### src/rtl/fetch_prefetch_q.sv
// rtl/fetch_prefetch_q.sv - decoupled prefetching fetch stage with DEPTH-entry instruction queue
//
// Purpose:
//   Issues sequential instruction reads to imem (one outstanding at most) and
//   buffers the responses in a DEPTH-entry FIFO drained by decode via deq.
//   Branch redirects flush the queue and drop any in-flight response.
//
// Ports:
//   clk, rst            clock; asynchronous active-high reset
//   redirect, redirect_pc  flush queue and restart fetch at redirect_pc
//   halt                stop issuing new fetches (sticky HALTED state until reset)
//   deq                 decode consumes the head entry
//   out_valid/out_instr/out_pc/out_pc_next  head entry (NOP_INSTR when empty)
//   imem_rd/imem_addr   read request, held until imem_done
//   imem_done/imem_data/imem_err  one-cycle response
//   err                 sticky memory error flag
//   fetch_stall         queue empty while a request is outstanding
//   occupancy           number of queued entries
//
// Configuration:
//   FETCH_BYPASS_EN     when defined, a response arriving at an empty queue
//                       with deq=1 is presented and consumed in the same cycle.

module fetch_prefetch_q #(
  parameter int          ADDR_W    = 16,
  parameter int          INSTR_W   = 16,
  parameter int          DEPTH     = 4,
  parameter int          PC_INC    = 2,
  parameter int          RESET_PC  = 0,
  parameter logic [15:0] NOP_INSTR = 16'h0800
) (
  input  logic                       clk,
  input  logic                       rst,
  input  logic                       redirect,
  input  logic [ADDR_W-1:0]          redirect_pc,
  input  logic                       halt,
  input  logic                       deq,
  output logic                       out_valid,
  output logic [INSTR_W-1:0]         out_instr,
  output logic [ADDR_W-1:0]          out_pc,
  output logic [ADDR_W-1:0]          out_pc_next,
  output logic                       imem_rd,
  output logic [ADDR_W-1:0]          imem_addr,
  input  logic                       imem_done,
  input  logic [INSTR_W-1:0]         imem_data,
  input  logic                       imem_err,
  output logic                       err,
  output logic                       fetch_stall,
  output logic [$clog2(DEPTH):0]     occupancy
);

  localparam int PTR_W = $clog2(DEPTH);
  localparam int CNT_W = PTR_W + 1;
  localparam logic [CNT_W-1:0]   DEPTH_C   = CNT_W'(DEPTH);
  localparam logic [ADDR_W-1:0]  PC_INC_C  = ADDR_W'(PC_INC);
  localparam logic [ADDR_W-1:0]  RESET_PC_C = ADDR_W'(RESET_PC);
  localparam logic [INSTR_W-1:0] NOP_C     = INSTR_W'(NOP_INSTR);

  typedef enum logic [1:0] {
    S_ISSUE   = 2'd0,
    S_WAIT    = 2'd1,
    S_DISCARD = 2'd2,
    S_HALTED  = 2'd3
  } state_t;

  state_t              state_q, state_d;
  logic [ADDR_W-1:0]   fetch_pc_q, fetch_pc_d;
  logic [ADDR_W-1:0]   req_addr_q, req_addr_d;
  logic                err_q, err_d;
  logic [PTR_W-1:0]    rd_ptr_q, wr_ptr_q;
  logic [CNT_W-1:0]    count_q;

  logic [INSTR_W-1:0]  instr_mem [DEPTH];
  logic [ADDR_W-1:0]   pc_mem    [DEPTH];

  logic                resp_ok;   // accepted (non-discarded) response this cycle
  logic                byp_take;  // response consumed directly by decode
  logic                do_enq;
  logic                do_deq;

  // Fetch control FSM: next state, request outputs, PC and error updates.
  always_comb begin
    state_d    = state_q;
    fetch_pc_d = fetch_pc_q;
    req_addr_d = req_addr_q;
    err_d      = err_q;
    imem_rd    = 1'b0;
    imem_addr  = fetch_pc_q;
    resp_ok    = 1'b0;
    unique case (state_q)
      S_ISSUE: begin
        if (redirect) begin
          fetch_pc_d = redirect_pc;
          if (halt) state_d = S_HALTED;
        end else if (halt) begin
          state_d = S_HALTED;
        end else if (count_q < DEPTH_C && !rst) begin
          // rst gating keeps imem_rd low while reset is held, since the
          // async reset forces ISSUE with an empty queue.
          imem_rd    = 1'b1;
          req_addr_d = fetch_pc_q;
          state_d    = S_WAIT;
        end
      end
      S_WAIT: begin
        imem_rd   = 1'b1;
        imem_addr = req_addr_q;
        if (redirect) begin
          fetch_pc_d = redirect_pc;
          if (imem_done) state_d = halt ? S_HALTED : S_ISSUE;
          else           state_d = S_DISCARD;
        end else if (imem_done) begin
          resp_ok    = 1'b1;
          fetch_pc_d = fetch_pc_q + PC_INC_C;
          if (imem_err) err_d = 1'b1;
          state_d = halt ? S_HALTED : S_ISSUE;
        end
      end
      S_DISCARD: begin
        imem_rd   = 1'b1;
        imem_addr = req_addr_q;
        if (redirect) fetch_pc_d = redirect_pc;
        if (imem_done) state_d = halt ? S_HALTED : S_ISSUE;
      end
      S_HALTED: begin
        if (redirect) fetch_pc_d = redirect_pc;
      end
      default: state_d = S_ISSUE;
    endcase
  end

  // Head presentation; the bypass path overrides an empty queue.
  always_comb begin
    byp_take  = 1'b0;
    out_valid = (count_q != '0);
    out_instr = out_valid ? instr_mem[rd_ptr_q] : NOP_C;
    out_pc    = pc_mem[rd_ptr_q];
`ifdef FETCH_BYPASS_EN
    if (resp_ok && count_q == '0 && deq) begin
      byp_take  = 1'b1;
      out_valid = 1'b1;
      out_instr = imem_data;
      out_pc    = req_addr_q;
    end
`endif
  end

  assign out_pc_next = out_pc + PC_INC_C;
  assign do_enq      = resp_ok & ~byp_take;
  assign do_deq      = deq & (count_q != '0) & ~redirect;
  assign err         = err_q;
  assign occupancy   = count_q;
  assign fetch_stall = (count_q == '0) & ((state_q == S_WAIT) | (state_q == S_DISCARD));

  always_ff @(posedge clk or posedge rst) begin
    if (rst) begin
      state_q    <= S_ISSUE;
      fetch_pc_q <= RESET_PC_C;
      req_addr_q <= RESET_PC_C;
      err_q      <= 1'b0;
      rd_ptr_q   <= '0;
      wr_ptr_q   <= '0;
      count_q    <= '0;
    end else begin
      state_q    <= state_d;
      fetch_pc_q <= fetch_pc_d;
      req_addr_q <= req_addr_d;
      err_q      <= err_d;
      if (redirect) begin
        rd_ptr_q <= '0;
        wr_ptr_q <= '0;
        count_q  <= '0;
      end else begin
        if (do_enq) wr_ptr_q <= wr_ptr_q + PTR_W'(1);
        if (do_deq) rd_ptr_q <= rd_ptr_q + PTR_W'(1);
        case ({do_enq, do_deq})
          2'b10:   count_q <= count_q + CNT_W'(1);
          2'b01:   count_q <= count_q - CNT_W'(1);
          default: count_q <= count_q;
        endcase
      end
    end
  end

  // Queue storage needs no reset: entries are only read when counted valid.
  always_ff @(posedge clk) begin
    if (do_enq && !redirect) begin
      instr_mem[wr_ptr_q] <= imem_data;
      pc_mem[wr_ptr_q]    <= req_addr_q;
    end
  end

endmodule

### config.mk
export PLATFORM = sky130hd
export DESIGN_NAME = fetch_prefetch_q
export DESIGN_NICKNAME = d
export VERILOG_FILES = /design/src/rtl/fetch_prefetch_q.sv
export SDC_FILE = /design/constraint.sdc
export NUM_CORES = 1
export LEC_CHECK = 0
export CAP_MARGIN = 20
export CORE_MARGIN = 2
export CORE_UTILIZATION = 45
export DETAILED_ROUTE_END_ITERATION = 10
export GPL_TIMING_DRIVEN = 0
export PLACE_DENSITY_LB_ADDON = 0.05
export RECOVER_POWER = 100
export SETUP_SLACK_MARGIN = 0.3
export SLEW_MARGIN = 20
export SYNTH_ARGS = -nofsm -noshare
export SYNTH_HDL_FRONTEND = slang
export SYNTH_SLANG_ARGS = --single-unit
### constraint.sdc
create_clock -name clk -period 2.62 [get_ports clk]
set_input_delay 0.393 -clock clk [delete_from_list [all_inputs] [get_ports clk]]
set_output_delay 0.393 -clock clk [all_outputs]
set_load 0.05 [all_outputs]
==> impl_metrics.json, run 1 <==
{
  "fin_cells": 892,
  "synth_common_cells": "edfxtp_1 (128), dfrtp_1 (42), mux2_2 (31)",
  "seq_area_sq_um": 4900,
  "grt_usage": 0.194,
  "synth_flop_cell": "edfxtp_1",
  "final_area_sq_um": 10900,
  "violations": "setup timing",
  "fp-row-count": 47,
  "grt_pass1_wl_um": 25900,
  "ys_seq_area_frac": 0.657,
  "routed_via_density": 5.30,
  "power.density_nw_per_um2": 547,
  "crit_path_start_kind": "register",
  "fill_cells": 1159,
  "routabilityCongestion": 0.778,
  "rsz0062_at_grt": "yes",
  "post-route-min-period_ns": 2.96,
  "endpoint_kind": "primary output",
  "synth_edf_count": 128,
  "min_period_over_period": 1.13,
  "num-nets-final": 710,
  "wl_per_cell_um": 18.8,
  "r2r_slack_ns": -0.07,
  "coreArea_sq_um": 16400,
  "crit_required_ns": 2.23,
  "slowest_delay_ns": 0.41,
  "path_class": "reg2out",
  "antenna_cells": 0,
  "grt_pass1_vias": 4877,
  "outcome": "complete, but fails checks",
  "die_h_um": 133,
  "worst_slack_ns": -0.338,
  "drt_wl_total_um": 16800,
  "clk_root_buffer_cell": "clkbuf_16",
  "avgSynthCellArea_sq_um": 16.3,
  "power_w": 0.00597,
  "finalClockSkew_ns": 0.00795,
  "worst_pin_slew_ns": 0.762,
  "setup_violations": 91,
  "drc": 0,
  "start_util": 0.454,
  "cts_made_buffers": 17,
  "peakVddDrop_mv": 0.456,
  "ant_nets": 0,
  "postPlaceCellArea_sq_um": 9220,
  "max_freq_mhz": 338,
  "synthArstFlopShare": 0.247,
  "clockBufferDepth": 2,
  "synth_top_area_share": 0.516,
  "synth_top_cell_by_area": "edfxtp_1",
  "worstPathArrival_ns": 2.56,
  "fin_util": 0.665,
  "cts.sinks": 170,
  "clk_pin_slew_ns": 0.07,
  "antenna_found_initial": 0,
  "worstHoldPathType": "reg2reg",
  "drt_iter0_drc": 252,
  "ys_types": 46,
  "syn_inst": 458,
  "cts_tree": "yes",
  "ys_ff_latch": 170,
  "path_common_cell": "buf_6",
  "drive_gt1_frac": 0.460,
  "netlist_top_cells_area": "edfxtp_1 (52%), dfrtp_1 (14%), mux4_2 (8.5%)",
  "area_growth_pct": 46.5,
  "hpwl_um": 10500,
  "fp.dieW_um": 133,
  "dieArea_sq_um": 17600,
  "grt_max_degree": 29,
  "hold_violations": 0,
  "first_pass_iters": 4,
  "overflow": 0,
  "io_buffers": 108,
  "cp_max_fo": 6,
  "leakagePower_nw": 4.38,
  "synth_area_sq_um": 7450,
  "slew_violations": 0,
  "yosys_warnings": 0,
  "yosysMostFrequentCell": "edfxtp_1",
  "preCtsSetupSlack_ns": -0.601,
  "dp.cells": 791,
  "syn_nets": 509,
  "multi_input_area_sq_um": 2850,
  "cp_slowest_cell": "mux4_2",
  "io_pins": 110,
  "worstPathCellList": "buf_6 -> buf_12 -> mux4_2 -> buf_6 -> nand3_4 -> buf_6 -> nor4_4 -> xor2_4 -> buf_6",
  "maxCapViolations": 0,
  "slew_headroom": 0.492,
  "insertion_delay_ns": 0.42,
  "h-tree-depth": 4,
  "via_count": 4725
}
-- final cells by class --
cell class | instances | share of cell area
Buffer | 22 | 0.0186
Clock buffer | 20 | 0.0418
Clock inverter | 12 | 0.0171
Inverter | 12 | 0.00435
Multi-Input combinational cell | 254 | 0.261
Sequential cell | 170 | 0.449
Tap cell | 220 | 0.0252
Timing Repair Buffer | 182 | 0.183
-- where the power goes --
part / internal [W] / total [W] / switching, W
clock: 0.00166 / 0.00270 / 0.00104
sequential: 0.00290 / 0.00294 / 0.0000342
combinational: 0.000150 / 0.000330 / 0.000180
total: 0.00472 / 0.00597 / 0.00125
-- worst paths after layout --
kind	start	to	depth (start not counted)
min	err$_DFFE_PP0P_	err$_DFFE_PP0P_	1
min in group asynchronous	rst	err$_DFFE_PP0P_	2
max in group asynchronous	rst	req_addr_q[12]$_DFFE_PP0P_	3
min reg2reg	err$_DFFE_PP0P_	err$_DFFE_PP0P_	1
max	rd_ptr_q[0]$_DFFE_PP0P_	out_pc_next[12]	9
max reg2reg	state_q[1]$_DFFE_PP0P_	occupancy[2]$_DFFE_PP0P_	10
-- placed cells by master, fill, tap and decap left out, drive strengths merged, types with 2 or more instances in the layout --
master         count
mux4              32
bufinv             4
nor3               7
ha                11
clkbuf            33
o21ai             15
nor4               6
nand2             22
edfxtp           128
dfrtp             42
clkinvlp           2
inv               16
nand3             12
o211ai             2
a21oi              4
a31oi             11
mux2              31
clkinv             2
or4                7
nor2              19
nor3b              2
nand4              7
dlygate4sd3       17
o31ai             10
buf              150
and3               3
xnor2              5
or3                3
and2              21
xor2              15
clkdlybuf4s50     24
-- per-stage QoR --
stage	hold slack [ns]	setup TNS [ns]
2_1_floorplan	0.486	-0.0277
3_3_place_gp	0.440	-94.46
3_5_place_dp	0.452	-16.67
4_1_cts	0.341	-3.65
5_1_grt	0.501	-22.86
6_report	0.470	-4.58
-- logic make-up (layout without fill, tap and decap cells) --
family | after synthesis | after routing | share of synthesized area
adders and majority gates | 12 | 12 | 0.0211
xor gates and xnor gates | 20 | 20 | 0.0235
buffers and inverters | 34 | 248 | 0.0237
muxes | 64 | 64 | 0.147
DFF | 170 | 170 | 0.657
and+or+nand+nor | 113 | 113 | 0.0900
AOI/OAI and AO/OA | 45 | 45 | 0.0383
-- routing by layer --
layer	GRT usage	routed length [um]
met1	0.265	7560
met2	0.316	8390
met3	0.0398	623
met4	0.0591	184
met5	0	0
-- state kept, by name, summed over array words and instances, names as in the netlist --
name / count
err: 1
fetch_pc_q: 16
instr_mem: 64
occupancy: 3
pc_mem: 64
rd_ptr_q: 2
req_addr_q: 16
state_q: 2
wr_ptr_q: 2
-- worst max-delay path: cells and delay by family (launching register included) --
family        cells  cell delay, ns
buf+inv           5            0.72
simple gates      2            0.43
mux               1            0.41
flops             1            0.39
xor+xnor          1            0.18
-- timing repair --
action	4_1_cts	5_1_grt
cloned	2	1
setup endpoints to repair	68	82
hold buffers	0	0
pin swaps	19	18
resized for setup	490	102
buffers inserted	45	21
No activity file was read; power rests on OpenSTA's default activity.
==> run 2: changes to the inputs <==
Settings changed: SLEW_MARGIN 20 to default.
==> run 2 against run 1 <==
- the run still ends with setup timing left
- sequential cell count unchanged
- clock skew about the same
- sequential power about the same
- sequential share of layout area down 0.24 points
- worst hold slack worse by 0.044 ns
- cell count up 0.45%
- largest cell class unchanged
- count of clock-buffer cells in the layout down 1
- final area up 0.54%
- maximum frequency up 0.74%
- register-to-register slack better by 0.02 ns
==> impl_metrics.json, run 2 (synthesis results as in run 1) <==
{
  "worst_pin_slew_ns": 0.916,
  "routabilityCongestion": 0.778,
  "final_cell_mix": "edfxtp_1 (128), buf_6 (55), buf_4 (48)",
  "cts_made_buffers": 17,
  "antenna_cells": 0,
  "drt_iter0_drc": 207,
  "drive_gt1_frac": 0.475,
  "grt_usage": 0.192,
  "io_pins": 110,
  "drc": 0,
  "grt_pass1_vias": 4744,
  "ant_nets": 0,
  "first_pass_iters": 4,
  "h-tree-depth": 4,
  "multi_input_area_sq_um": 2880,
  "slew_violations": 0,
  "clk_pin_slew_ns": 0.07,
  "slowest_delay_ns": 0.40,
  "switching_power_w": 0.00124,
  "use_met1": 0.268,
  "seq_area_sq_um": 4900,
  "leakagePower_nw": 4.41,
  "final_common_cell": "edfxtp_1",
  "fp.dieW_um": 133,
  "power_frac_comb": 0.056,
  "worstPathArrival_ns": 2.54,
  "power.density_nw_per_um2": 532,
  "min_period_over_period": 1.12,
  "fp-row-count": 47,
  "drt_wl_total_um": 16500,
  "fill_cells": 1142,
  "cts_tree": "yes",
  "violations": "setup timing",
  "coreArea_sq_um": 16400,
  "cp_num_buf_inv": 6,
  "maxCapViolations": 0,
  "critPathTopFamily": "buffers and inverters",
  "fin_util": 0.669,
  "finalClockSkew_ns": 0.00795,
  "slew_headroom": 0.390,
  "hold-worst-slack_ns": 0.426,
  "grt_max_degree": 36,
  "clockBufferDepth": 2,
  "postPlaceCellArea_sq_um": 9220,
  "path_common_cell": "buf_6",
  "crit_path_start_kind": "register",
  "fin_tns_setup_ns": -5.21,
  "area_growth_pct": 47.2,
  "routed_via_density": 5.26,
  "switching_share": 0.213,
  "via_count": 4713,
  "post-route-min-period_ns": 2.94,
  "num-nets-final": 714,
  "crit_required_ns": 2.23,
  "outcome": "complete, but fails checks",
  "worstPathCellList": "buf_6 -> buf_12 -> mux4_2 -> buf_6 -> buf_6 -> buf_4 -> nand3_4 -> nor4_4 -> xor2_4 -> buf_6",
  "p_clk_frac": 0.440,
  "setup_violations": 87,
  "final_area_sq_um": 11000,
  "peakVddDrop_mv": 0.453,
  "dieArea_sq_um": 17600,
  "io_buffers": 108,
  "busiest_layer": "met2",
  "max_freq_mhz": 341,
  "endpoint_kind": "primary output",
  "start_util": 0.454,
  "overflow": 0,
  "wl_per_cell_um": 18.4,
  "worstHoldPathType": "in2async",
  "path_class": "reg2out",
  "met2_usage": 0.310,
  "worst_slack_ns": -0.316,
  "antenna_found_initial": 0,
  "gr-usage-met3": 0.0402,
  "clk_root_buffer_cell": "clkbuf_16",
  "largestRegisters": "instr_mem (64), pc_mem (64)",
  "cts.sinks": 170,
  "rsz0062_at_grt": "yes",
  "power_w": 0.00583,
  "hold_violations": 0,
  "die_h_um": 133,
  "hpwl_um": 10400,
  "cp_slowest_cell": "mux4_2",
  "insertion_delay_ns": 0.42,
  "p_seq_frac": 0.504,
  "p_int_w": 0.00459,
  "cp_max_fo": 7,
  "grt_pass1_wl_um": 25800
}
## run 2: metrics by stage
step | worst slack [ns] | instances
floorplan | -0.0102 | 458
global placement | -0.623 | 786
detailed placement | -0.626 | 791
CTS | -0.382 | 865
global route | -0.425 | 896
finish | -0.316 | 896
## run 2: per-layer routing
| metal | share of wire | up-vias | routed length [um] |
|---|---|---|---|
| met1 | 0.45 | 2384 | 7480 |
| met4 | 0.010 | 0 | 171 |
| li1 | - | 2196 | - |
| met5 | 0 | - | 0 |
| met3 | 0.036 | 15 | 587 |
| met2 | 0.50 | 118 | 8260 |
## run 2: worst reg2reg max path: cells and delay by family (launching register included)
kind | cells | cell delay [ns]
fa+ha+maj | 2 | 0.67
buf+inv | 3 | 0.70
flops | 1 | 0.38
simple gates | 5 | 0.80
## run 2: final cells by class
type / count / area share
flip-flops and latches: 170 / 0.446
multi-input cells: 254 / 0.262
repair buffers: 186 / 0.188
clock buffers: 19 / 0.0404
well taps: 220 / 0.0251
plain buffers: 22 / 0.0187
clock inverters: 13 / 0.0152
inverters: 12 / 0.00433
## run 2: power by group through the flow
| stage | clock (W) | sequential, W | combinational (W) |
|---|---|---|---|
| after floorplan | 0 | 0.00298 | 0.000166 |
| after global placement | 0 | 0.00299 | 0.000295 |
| after detailed placement | 0 | 0.00299 | 0.000302 |
| after CTS | 0.00262 | 0.00294 | 0.000307 |
| after global routing | 0.00272 | 0.00294 | 0.000350 |
| final | 0.00257 | 0.00294 | 0.000328 |
## run 2: worst paths after layout
check | startpoint | end | slack [ns] | cells past startpoint
min in group clk | err$_DFFE_PP0P_ | err$_DFFE_PP0P_ | 0.48 | 1
max | rd_ptr_q[0]$_DFFE_PP0P_ | out_pc_next[12] | -0.32 | 10
max reg2reg | state_q[1]$_DFFE_PP0P_ | occupancy[2]$_DFFE_PP0P_ | -0.05 | 10
min | rst | fetch_pc_q[0]$_DFFE_PP0P_ | 0.43 | 2
min reg2reg | err$_DFFE_PP0P_ | err$_DFFE_PP0P_ | 0.48 | 1
max in group asynchronous | rst | req_addr_q[7]$_DFFE_PP0P_ | 1.00 | 3
## run 2: repair_timing
action	CTS	global route
pin swaps	18	24
resized for setup	521	88
endpoints found under the hold margin	0	0
endpoints found under the setup margin	68	100
cloned	2	1
hold buffers	0	0
setup buffers	40	30
==> run 3: changes to the inputs <==
Settings changed: DONT_BUFFER_PORTS from default to 1, HOLD_SLACK_MARGIN from default to 0.06.
==> run 3 against run 2 <==
- the run still ends with setup timing left
- register-to-register slack improved by 0.02 ns
- sequential share of layout area grew 7.5 points
- non-clock buffer count fell by 142
- clock skew is 0.0015 ns higher
- wire length fell by 6.7%
- first-iteration DRC count up 9.2%
- maximum frequency fell by 8.2%
- count of clock-buffer cells in the layout shrank 1
- worst hold slack worse by 0.34 ns
- largest cell class unchanged
- largest power group unchanged
==> impl_metrics.json, run 3 (synthesis results as in run 1) <==
{
  "start_util": 0.454,
  "finalClockSkew_ns": 0.00944,
  "worstHoldPathType": "in2reg",
  "drt_iter0_drc": 226,
  "setup_violations": 34,
  "grt_usage": 0.182,
  "peakVddDrop_mv": 0.468,
  "clockBufferDepth": 2,
  "drc": 0,
  "fp-row-count": 47,
  "routed_via_density": 5.50,
  "crit_required_ns": 2.23,
  "maxCapViolations": 0,
  "grt_pass1_vias": 4292,
  "antenna_found_initial": 0,
  "io_buffers": 0,
  "worst_slack_ns": -0.579,
  "fill_cells": 1284,
  "worst_pin_slew_ns": 1.13,
  "cts.sinks": 170,
  "min_period_over_period": 1.22,
  "slew_headroom": 0.247,
  "cp_max_fo": 8,
  "routabilityCongestion": 0.836,
  "final_area_sq_um": 9390,
  "clk_pin_slew_ns": 0.06,
  "hpwl_um": 10100,
  "h-tree-depth": 4,
  "worstPathArrival_ns": 2.81,
  "ant_nets": 0,
  "overflow": 0,
  "grt_max_degree": 30,
  "cts_tree": "yes",
  "die_h_um": 133,
  "grt_pass1_wl_um": 24500,
  "worstPathCellList": "buf_6 -> buf_12 -> mux4_2 -> ha_4 -> nand4_4 -> buf_4 -> nor2_4 -> xor2_4",
  "power.density_nw_per_um2": 628,
  "drive_gt1_frac": 0.345,
  "fp.dieW_um": 133,
  "largestRegisters": "instr_mem (64), pc_mem (64)",
  "leakagePower_nw": 3.57,
  "antenna_cells": 0,
  "crit_path_start_kind": "register",
  "first_pass_iters": 4,
  "io_pins": 110,
  "dieArea_sq_um": 17600,
  "num-nets-final": 572,
  "slowest_delay_ns": 0.62,
  "hold_violations": 0,
  "outcome": "complete, but fails checks",
  "slew_violations": 0,
  "drt_wl_total_um": 15400,
  "preCtsSetupSlack_ns": -0.235,
  "power_w": 0.00590,
  "path_class": "reg2out",
  "multi_input_area_sq_um": 2820,
  "max_freq_mhz": 313,
  "final_common_cell": "edfxtp_1",
  "seq_area_sq_um": 4890,
  "fin_util": 0.572,
  "clk_root_buffer_cell": "clkbuf_16",
  "endpoint_kind": "primary output",
  "insertion_delay_ns": 0.42,
  "post-route-min-period_ns": 3.20,
  "postPlaceCellArea_sq_um": 8130,
  "wl_per_cell_um": 20.4,
  "via_count": 4148,
  "area_growth_pct": 26.0,
  "final_cell_mix": "edfxtp_1 (128), dfrtp_1 (42), mux4_2 (32)",
  "cts_made_buffers": 17,
  "rsz0062_at_grt": "yes",
  "coreArea_sq_um": 16400,
  "violations": "setup timing",
  "cp_slowest_cell": "mux4_2"
}
run 3: changes by cell type in the layout (fill, tap and decap cells not counted), moves of 5 or more:
cell             change
clkdlybuf4s50_1     -24
buf_6               -50
buf_8               -31
buf_4               -31
buf_2                -5
and2_0               +5
run 3: final cells by class:
class / count / area share
repair buffers: 44 / 0.0505
clock inverters: 14 / 0.0233
inverters: 12 / 0.00533
plain buffers: 22 / 0.0244
flip-flops and latches: 170 / 0.521
well taps: 220 / 0.0293
multi-input cells: 254 / 0.300
clock buffers: 18 / 0.0457
run 3: critical path, delay by kind of cell (launching register included):
kind | cells | cell delay (ns)
muxes | 1 | 0.62
and+or+nand+nor | 2 | 0.30
DFF | 1 | 0.37
adders and majority gates | 1 | 0.21
xor gates and xnor gates | 1 | 0.36
buffers and inverters | 3 | 0.51
run 3: timing repair:
item	CTS	global route
cloned	0	2
setup endpoints to repair	54	46
hold buffers	17	0
resized for setup	91	13
hold endpoints to repair	82	0
pin swaps	7	4
setup buffers	13	7
run 3: final timing paths:
kind                                                  from                         to  slack, ns  depth (start not counted)
min in group asynchronous                              rst  fetch_pc_q[0]$_DFFE_PP0P_       0.52                          2
worst min register to register  req_addr_q[14]$_DFFE_PP0P_    pc_mem[2][14]$_DFFE_PP_       0.55                          0
worst max register to register    occupancy[0]$_DFFE_PP0P_   occupancy[2]$_DFFE_PP0P_      -0.03                          6
worst max-delay path               rd_ptr_q[0]$_DFFE_PP0P_             out_pc_next[9]      -0.58                          8
worst min-delay path                              imem_err            err$_DFFE_PP0P_       0.09                          1
max in group asynchronous                              rst  req_addr_q[8]$_DFFE_PP0P_       0.51                          3
run 3: metal layers:
metal | track usage | vias up | routed length [um] | share of wire
met5 | 0 | - | 0 | 0
met1 | 0.255 | 2127 | 7040 | 0.46
met2 | 0.278 | 101 | 7370 | 0.48
met3 | 0.0540 | 8 | 815 | 0.053
li1 | - | 1912 | - | -
met4 | 0.0556 | 0 | 158 | 0.010
run 3: metrics by stage:
stage,hold WS [ns],TNS (ns),std cells
2_1_floorplan,0.486,-0.0277,458
3_3_place_gp,0.492,-69.74,678
3_5_place_dp,0.306,-2.50,683
4_1_cts,0.0707,-6.76,745
5_1_grt,0.0735,-20.81,754
6_report,0.0904,-9.38,754
run 3: report_power, final:
part / total [W] / internal [W] / switching [W]
logic: 0.000227 / 0.0000704 / 0.000157
registers: 0.00294 / 0.00290 / 0.0000337
clock network: 0.00273 / 0.00170 / 0.00103
==> RTL change, RTL diff (config.mk and constraints of run 2) <==
Re-encode `state_t` (4 states) as one-hot, 4 bits wide.
--- a/src/rtl/fetch_prefetch_q.sv
+++ b/src/rtl/fetch_prefetch_q.sv
@@ -57,9 +57,9 @@
   localparam logic [INSTR_W-1:0] NOP_C     = INSTR_W'(NOP_INSTR);
 
-  typedef enum logic [1:0] {
-    S_ISSUE   = 2'd0,
-    S_WAIT    = 2'd1,
-    S_DISCARD = 2'd2,
-    S_HALTED  = 2'd3
+  typedef enum logic [3:0] {
+    S_ISSUE   = 4'b0001,
+    S_WAIT    = 4'b0010,
+    S_DISCARD = 4'b0100,
+    S_HALTED  = 4'b1000
   } state_t;
 
Check against the original RTL: no difference found for any inputs over 4 cycles, from zero or initial values and one cycle with rst high; so few cycles prove little.
==> RTL change against run 2 <==
The flow still finishes with violations (setup timing). Synthesized area up 2.6%. Count of clock-buffer cells in the layout down 2. Worst hold slack better by 36 ps. Sequential cell count up 2. Wire length up 8.1%. Design area up 2.7%. Worst setup slack worse by 150 ps. Non-clock buffer count up 11. Critical endpoint is now out_pc_next[11]. Largest cell class unchanged.
Power is not compared: it rests on default switching activity, and its combinational part moved more than twofold at a synthesized area within 25%.
==> RTL change: results (changes against run 2) <==
stage,metric,value,unit,change
sta,Slew Limit Headroom,41.3,%,was 39.0%
sta,clock skew,8.39,ps,was 7.95 ps
power_and_ir_drop,Pleak,4.34,nW,
route,routed wire length,17800,um,was 16500 um
logic_synthesis,Synth Warn #,0,,unchanged
outcome,status,"complete, but fails checks",,unchanged
sta,Setup TNS,-7270,ps,was -5210 ps
logic_synthesis,top post-synthesis cells by area,"edfxtp_1 (50%), dfrtp_1 (14%), mux4_2 (7.7%)",,"was edfxtp_1 (52%), dfrtp_1 (14%), mux4_2 (8.5%)"
worst_setup_path,critical path endpoint,out_pc_next[11],,was out_pc_next[12]
cells_and_area,Regs by FF count,"instr_mem x64, pc_mem x64",,unchanged
sta,final worst setup slack,-467,ps,was -316 ps
place,RePlAce Congestion,0.848,,was 0.778
route,vias per inst,5.36,,was 5.26
global_route,global-route wire length before repair,27200,um,was 25800 um
logic_synthesis,"Net Count, Synth",537,,was 509
logic_synthesis,Synth cell types,54,,was 46
logic_synthesis,register area share after synthesis,64.6,%,was 65.7%
clock_tree,CTS Buffer Depth,2,,unchanged
outcome,failing checks,setup timing,,unchanged
worst_setup_path,Worst R2R Start,state_q[0],,was state_q[1]
logic_synthesis,Synth top cells by count,"edfxtp_1 (128), dfrtp_1 (43), mux2_2 (34)",,"was edfxtp_1 (128), dfrtp_1 (42), mux2_2 (31)"
clock_tree,CTS buffer count,17,,unchanged
worst_setup_path,Worst Path Max Fanout,5,,was 7
cells_and_area,Fillers,1151,,was 1142
global_route,pin count of the biggest net entering global routing,33,,was 36
global_route,number of global-route vias before repair,4970,,was 4744
place,Placed Area,0.00922,sq mm,about the same
logic_synthesis,"FFs w/ async S/R, synth",25.6,%,was 24.7%
cells_and_area,nets,749,,was 714
power_and_ir_drop,IR Drop Worst-Case VDD,0.796,mV,
global_route,GR Util All Layers,20.0,%,was 19.2%
clock_tree,Skew-Pair Late Insertion Delay,420,ps,about the same
clock_tree,H-tree levels,4,,unchanged
global_route,initial antenna violation count,0,,unchanged
logic_synthesis,top_reg_cell synth,edfxtp_1,,unchanged
cells_and_area,ant diodes,0,,unchanged
clock_tree,"CTS clk-pin slew, worst paths",70,ps,about the same
worst_setup_path,R2R Setup Slk,220,ps,was -50 ps
hold_path,Hold Path Class,reg -> reg,,was in -> async
cells_and_area,Final Cell Area,0.0113,sq mm,was 0.0110 sq mm
place,port bufs,108,,unchanged
route,DRT iter0 DRCs,268,,was 207
cells_and_area,fraction of layout cells with a size suffix above 1,46.9,%,was 47.5%
sta,setup violators final,24,,was 87
route,DR pass1 iterations,4,,unchanged
place,hpwl dp,10800,um,was 10400 um
RTL change: cell count changes after synthesis, sizes merged, moves of 6 or more:
cell   before  now
xor2       15    8
o22a        0    6
a31oi      11    1
mux2i       1   12
xnor2       5   11
o31ai      10    3
or4         7    0
a21oi       4   16
nor2       19   25
RTL change: how the worst min path moves through the flow:
stage | from | to | slack, ps | depth (start not counted)
2_1_floorplan | imem_done | state_q[2] | 470 | 1
3_3_place_gp | err | err | 440 | 1
3_5_place_dp | err | err | 450 | 1
4_1_cts | rst | err | 300 | 2
5_1_grt | err | err | 490 | 1
6_report | err | err | 460 | 1
RTL change: cells by family (layout without fill, tap and decap cells):
logic type,after synthesis,in the layout,synth area share [%]
buffers and inverters,41,265,2.65
AND/OR/NAND/NOR,118,119,8.21
XOR/XNOR,19,19,2.17
multiplexers,78,78,16.3
adder cells (fa/ha/maj),7,7,1.24
AO/OA/AOI/OAI,56,56,4.79
flip-flops,172,172,64.6
RTL change: layout make-up:
cell class	instances	area share [%]
clock inverter	15	2.02
sequential	172	43.9
inverter	14	0.511
clock buffer	17	3.78
buffer	27	2.19
multi-input combinational	279	26.4
timing repair buffer	192	18.7
tap	220	2.44
RTL change: per-layer routing:
layer  share of wire, %  global-route usage [%]  wire [um]  up-vias
met4                1.3                    5.61        231        0
li1                   -                       -          -     2312
met2                 52                    33.2       9320      123
met3                4.0                    3.70        705       21
met5                  0                       0          0        -
met1                 42                    27.2       7580     2559
RTL change: power groups by stage:
stage / clock network [mW] / registers, mW / logic (mW)
after floorplan: 0 / 3.67 / 2.17
after global placement: 0 / 3.76 / 3.03
after detailed placement: 0 / 3.80 / 3.06
after CTS: 2.73 / 3.75 / 3.75
after global routing: 2.85 / 3.82 / 4.19
final: 2.69 / 3.76 / 3.99
RTL change: stage by stage:
step | setup WS [ps] | cells
after floorplan | -230 | 491
after CTS | -514 | 904
after global placement | -747 | 819
after detailed placement | -756 | 820
after global routing | -563 | 936
final | -467 | 936
RTL change: timing repair:
item / 4_1_cts / 5_1_grt
setup endpoints to repair: 197 / 76
resized for setup: 593 / 71
gates cloned: 3 / 1
buffers inserted: 49 / 31
pin swaps: 19 / 19
RTL change: critical path: stages, from the launching register on:
cell and delay, ps:
dfrtp_1 380, buf_6 140, buf_12 130, mux4_2 400, ha_4 150, and4_1 200
or3b_4 410, buf_4 170, xnor2_4 120, buf_6 170
